### src/rtl/stream_bit_reorder.sv
// AXI-Stream per-lane bit reorder with a 1-cycle output register plus skid buffer.
// The reorder mode is latched on the first beat of each packet and held until TLAST.
module stream_bit_reorder_lane #(
  parameter int DATA_WIDTH  = 32,
  parameter int GROUP_WIDTH = 8
) (
  input  logic [DATA_WIDTH-1:0] din_i,
  input  logic [1:0]            mode_i,
  output logic [DATA_WIDTH-1:0] dout_o
);
  localparam int G = DATA_WIDTH / GROUP_WIDTH;

  logic [DATA_WIDTH-1:0] bit_rev, grp_rev, in_grp_rev;

  for (genvar j = 0; j < DATA_WIDTH; j++) begin : g_bit
    assign bit_rev[j] = din_i[DATA_WIDTH-1-j];
  end

  for (genvar g = 0; g < G; g++) begin : g_grp
    for (genvar b = 0; b < GROUP_WIDTH; b++) begin : g_b
      assign grp_rev[g*GROUP_WIDTH+b]    = din_i[(G-1-g)*GROUP_WIDTH+b];
      assign in_grp_rev[g*GROUP_WIDTH+b] = din_i[g*GROUP_WIDTH+GROUP_WIDTH-1-b];
    end
  end

  always_comb begin
    dout_o = din_i;
    case (mode_i)
      2'b01:   dout_o = bit_rev;
      2'b10:   dout_o = grp_rev;
      2'b11:   dout_o = in_grp_rev;
      default: dout_o = din_i;
    endcase
  end
endmodule

module stream_bit_reorder #(
  parameter int DATA_WIDTH  = 32,
  parameter int N_STREAMS   = 1,
  parameter int GROUP_WIDTH = 8
) (
  input  logic                            clk,
  input  logic                            aresetn,
  input  logic [1:0]                      MODE,
  input  logic [N_STREAMS*DATA_WIDTH-1:0] S_AXIS_TDATA,
  input  logic                            S_AXIS_TVALID,
  output logic                            S_AXIS_TREADY,
  input  logic                            S_AXIS_TLAST,
  output logic [N_STREAMS*DATA_WIDTH-1:0] M_AXIS_TDATA,
  output logic                            M_AXIS_TVALID,
  input  logic                            M_AXIS_TREADY,
  output logic                            M_AXIS_TLAST,
  output logic [1:0]                      ACTIVE_MODE,
  output logic                            PKT_ACTIVE
);
  if (DATA_WIDTH % GROUP_WIDTH != 0) begin : g_bad_group
    $error("DATA_WIDTH must be a multiple of GROUP_WIDTH");
  end

  typedef enum logic {IDLE, IN_PKT} state_t;
  typedef struct packed {
    logic                            last;
    logic [N_STREAMS*DATA_WIDTH-1:0] data;
  } beat_t;

  state_t state_q, state_d;
  logic [1:0] active_mode_q, active_mode_d;
  beat_t out_q, out_d, skid_q, skid_d, new_beat;
  logic out_vld_q, out_vld_d, skid_vld_q, skid_vld_d, ready_q, ready_d;
  logic s_fire, out_free;
  logic [1:0] eff_mode;

  logic [N_STREAMS-1:0][DATA_WIDTH-1:0] lane_in, lane_out;

  assign lane_in  = S_AXIS_TDATA;
  // First beat of a packet uses the live MODE; later beats use the latched one.
  assign eff_mode = (state_q == IDLE) ? MODE : active_mode_q;

  for (genvar i = 0; i < N_STREAMS; i++) begin : g_lane
    stream_bit_reorder_lane #(
      .DATA_WIDTH (DATA_WIDTH),
      .GROUP_WIDTH(GROUP_WIDTH)
    ) u_lane (
      .din_i (lane_in[i]),
      .mode_i(eff_mode),
      .dout_o(lane_out[i])
    );
  end

  assign new_beat = '{last: S_AXIS_TLAST, data: lane_out};
  assign s_fire   = S_AXIS_TVALID & ready_q;
  assign out_free = ~out_vld_q | M_AXIS_TREADY;

  always_comb begin
    out_d      = out_q;
    out_vld_d  = out_vld_q;
    skid_d     = skid_q;
    skid_vld_d = skid_vld_q;
    if (out_free) begin
      if (skid_vld_q) begin
        out_d      = skid_q;
        out_vld_d  = 1'b1;
        skid_vld_d = 1'b0;
      end else begin
        out_vld_d = s_fire;
        if (s_fire) out_d = new_beat;
      end
    end else if (s_fire) begin
      skid_d     = new_beat;
      skid_vld_d = 1'b1;
    end
    // Registered ready: equals ~skid_vld_q out of reset, never depends on M ready.
    ready_d = ~skid_vld_d;
  end

  always_comb begin
    state_d       = state_q;
    active_mode_d = active_mode_q;
    if (s_fire) begin
      case (state_q)
        IDLE: begin
          active_mode_d = MODE;
          state_d       = S_AXIS_TLAST ? IDLE : IN_PKT;
        end
        IN_PKT: if (S_AXIS_TLAST) state_d = IDLE;
        default: state_d = IDLE;
      endcase
    end
  end

  always_ff @(posedge clk or negedge aresetn) begin
    if (!aresetn) begin
      state_q       <= IDLE;
      active_mode_q <= 2'b00;
    end else begin
      state_q       <= state_d;
      active_mode_q <= active_mode_d;
    end
  end

  always_ff @(posedge clk or negedge aresetn) begin
    if (!aresetn) begin
      out_q      <= '0;
      out_vld_q  <= 1'b0;
      skid_q     <= '0;
      skid_vld_q <= 1'b0;
      ready_q    <= 1'b0;
    end else begin
      out_q      <= out_d;
      out_vld_q  <= out_vld_d;
      skid_q     <= skid_d;
      skid_vld_q <= skid_vld_d;
      ready_q    <= ready_d;
    end
  end

  assign S_AXIS_TREADY = ready_q;
  assign M_AXIS_TVALID = out_vld_q;
  assign M_AXIS_TDATA  = out_q.data;
  assign M_AXIS_TLAST  = out_q.last;
  assign ACTIVE_MODE   = active_mode_q;
  assign PKT_ACTIVE    = (state_q == IN_PKT);
endmodule

### config.mk
export PLATFORM = sky130hd
export DESIGN_NAME = stream_bit_reorder
export DESIGN_NICKNAME = d
export VERILOG_FILES = /design/src/rtl/stream_bit_reorder.sv
export SDC_FILE = /design/constraint.sdc
export NUM_CORES = 1
export LEC_CHECK = 0
export CORE_MARGIN = 1.5
export CORE_UTILIZATION = 30
export CTS_CLUSTER_SIZE = 25
export DETAILED_ROUTE_END_ITERATION = 16
export SLEW_MARGIN = 15
export SYNTH_ARGS = -nofsm -noshare
export SYNTH_HDL_FRONTEND = slang
export SYNTH_HIERARCHICAL = 1
export SYNTH_SLANG_ARGS = --single-unit
### constraint.sdc
create_clock -name clk -period 2.6 [get_ports clk]
set_input_delay 0.78 -clock clk [delete_from_list [all_inputs] [get_ports clk]]
set_output_delay 0.78 -clock clk [all_outputs]
set_load 0.005 [all_outputs]
==> results.yml <==
worst_setup_path:
  crit_chain: "clkdlybuf4s50_1 > mux2_4 > buf_12 > mux4_1 > mux2_2 > mux2_4"
  setup.worst_path.end: "M_AXIS_TDATA[28]$_DFFE_PN0P_"
  r2r_cells: 6
  cpMaxStageDelayCell: "mux4_1"
  r2r_setup_slack_ns: 0.46
  path_delay_family: "multiplexers"
  cp_max_fo: 10
  start_kind: "input pin"
  worst-path-stages: 6
  cp-startpoint: "MODE[0]"
  timing.rr.start: "PKT_ACTIVE$_DFFE_PN0P_"
  cp_num_buf_inv: 2
  reg2reg_to: "M_AXIS_TDATA[22]$_DFFE_PN0P_"
  worstPathArrival_ns: 2.73
  max_stage_delay_ns: 0.57
  crit_top_cell: "mux2_4"
  crit_type: "in -> reg"
  worstPathRequired_ns: 2.81
  cp-end-kind: "register"
finish:
  nets: 358
  drive_above_1_share_pct: 51.70
  fillers: 1242
  area_growth_pct: 30.62
  num_antenna_cells: 0
  layout_commonest_cell: "clkdlybuf4s50_1"
  fin_cells: 499
  stdcell_area_um2: 5406
  final_cell_mix: "clkdlybuf4s50_1, dfrtp_1, mux2_2, mux2_4, mux4_2"
  fin_util_pct: 40.50
worst_hold_path:
  hold_path.class: "in -> async"
clocking:
  clk_latency_ns: 0.33
  h-tree-depth: 3
  cts_buffer_depth: 2
  cts_root_buf: "clkbuf_16"
  hold_buffers: 0
  cts_tree: "yes"
  postCtsSetupBuffers: 0
  cts_made_buffers: 9
  clkTransAtPathRegs_ns: 0.05
  cts_resized: 0
  cts_sinks: 72
placed_design:
  dp_cells: 483
  dpl_cell_area_um2: 5090
  io_buffers: 76
  place_congestion: 0.7108
  dpl.hpwl_um: 5869
yosys:
  synth.yosys.seq_area_share_pct: 43.53
  syn_avg_cell_area_um2: 17.54
  syn_inst: 236
  synth_cell_type_count: 17
  synth_seq_cells: 72
  ys_warn_count: 6
  syn-num-nets: 275
  syn_area_um2: 4139
die:
  fp-row-count: 42
  initial_core_util_pct: 31.01
  chipHeight_um: 120.5
  die_area_um2: 14510
  coreArea_um2: 13350
  die_w_um: 120.5
  design.portCount: 77
timing:
  fin_crit_sh_pct: 96.60
  skew_ns: 0.005267
  rsz0062_at_grt: "false"
  report.final.slew_viol_count: 0
  hold_violations: 0
  relSlewSlack_pct: 59.00
  max_clock_freq_mhz: 398.1
  tightest_slew_ns: 0.6150
  setup_viol: 0
  fin_crit_ns: 2.512
  worst_hold_slack_ns: 0.4539
route:
  routedWlPerCell_um: 18.30
  first_pass_iters: 4
  vias: 2417
  drc_errors: 0
  drtAntennaViolNets: 0
  wirelength_um: 9130
  drt_iter0_markers: 129
  via_per_inst: 4.844
global_route:
  grt_pass1_vias: 2607
  grt_max_degree: 73
  grtUsageMet3_pct: 4.292
  grt_pass1_wl_um: 14490
  met1_usage_pct: 17.23
  grt_util_all_layers_pct: 13.21
  grt-ovfl-total: 0
  busiest_layer: "met2"
  antenna_found_initial: 0
  grtUsageMet2_pct: 21.38
power:
  power_leakage_nw: 2.240
  irDropWorstVdd_mv: 0.5322
  power.density_nw_per_um2: 999.4
status:
  status: "finished, final reports clean"
job:
  maxCapViolations: 0
==> how the worst min path moves through the flow <==
stage	startpoint	end	slack, ns	cells after the start
2_1_floorplan	skid_q[0]$_DFFE_PN0P_	skid_q[0]$_DFFE_PN0P_	0.47	1
3_3_place_gp	skid_q[31]$_DFFE_PN0P_	skid_q[31]$_DFFE_PN0P_	0.48	1
3_5_place_dp	skid_q[31]$_DFFE_PN0P_	skid_q[31]$_DFFE_PN0P_	0.49	1
4_1_cts	aresetn	M_AXIS_TDATA[19]$_DFFE_PN0P_	0.48	2
5_1_grt	aresetn	M_AXIS_TDATA[19]$_DFFE_PN0P_	0.49	2
6_report	aresetn	skid_q[11]$_DFFE_PN0P_	0.45	2
==> layer usage <==
metal / routed length, um / part of all wire, % / vias to the layer above
li1: - / - / 1081
met1: 4154 / 45 / 1268
met4: 83 / 0.91 / 0
met5: 0 / 0 / -
met2: 4474 / 49 / 60
met3: 417 / 4.6 / 8
==> kinds of logic after synthesis <==
| family | Yosys count | synth area share (%) |
|---|---|---|
| multiplexers | 135 | 48.88 |
| flip-flops | 72 | 43.53 |
| AND/OR/NAND/NOR | 8 | 1.844 |
| buffers and inverters | 19 | 5.230 |
| AO/OA/AOI/OAI | 2 | 0.5139 |
==> cell type report <==
type,count,area (um2),share of cell area (%)
clock inverter,4,45.04,0.8331
timing repair buffer,90,968.4,17.91
sequential,72,1802,33.33
tap,176,220.2,4.073
clock buffer,11,242.7,4.490
inverter,1,3.754,0.06943
multi-input combinational,145,2125,39.30
==> registers in the layout, summed over array words and instances (netlist names) <==
signal	count
ACTIVE_MODE	2
skid_q	33
S_AXIS_TREADY	1
PKT_ACTIVE	1
M_AXIS_TVALID	1
M_AXIS_TDATA	32
skid_vld_q	1
M_AXIS_TLAST	1
==> cells in the mapped netlist (all sizes together) <==
cell	number	area, um2
a21oi	1	16.27
buf	18	212.7
nand2b	1	6.260
dfrtp	72	1802
inv	1	3.750
o21ai	1	5.000
nor2	1	20.02
mux4	32	724.4
nor2b	1	13.76
nand2	3	11.26
mux2	103	1299
nand3	1	17.52
or2b	1	7.510
==> worst register-to-register path, delay by kind of cell, from the launching register on <==
kind                   cells  cell delay, ns
muxes                      4            1.28
buffers and inverters      2            0.33
DFF                        1            0.42
==> per-stage QoR <==
stage          worst slack (ns)  power, mW  TNS (ns)
5_1_grt                 0.04259      5.750         0
2_1_floorplan            0.2008      3.285         0
6_report                0.08834      5.403         0
3_3_place_gp            -0.3067      4.166    -8.118
4_1_cts                 0.02408      5.477         0
3_5_place_dp            -0.3221      4.206    -8.658
==> where the power goes <==
| part | leakage [nW] | internal, mW | switching (mW) | total (mW) |
|---|---|---|---|---|
| registers | 0.846 | 1.65 | 0.306 | 1.96 |
| clock network | 0.145 | 0.759 | 0.463 | 1.22 |
| logic | 1.25 | 1.56 | 0.658 | 2.22 |
| total | 2.24 | 3.98 | 1.43 | 5.40 |
No activity file was read; power rests on OpenSTA's default activity.
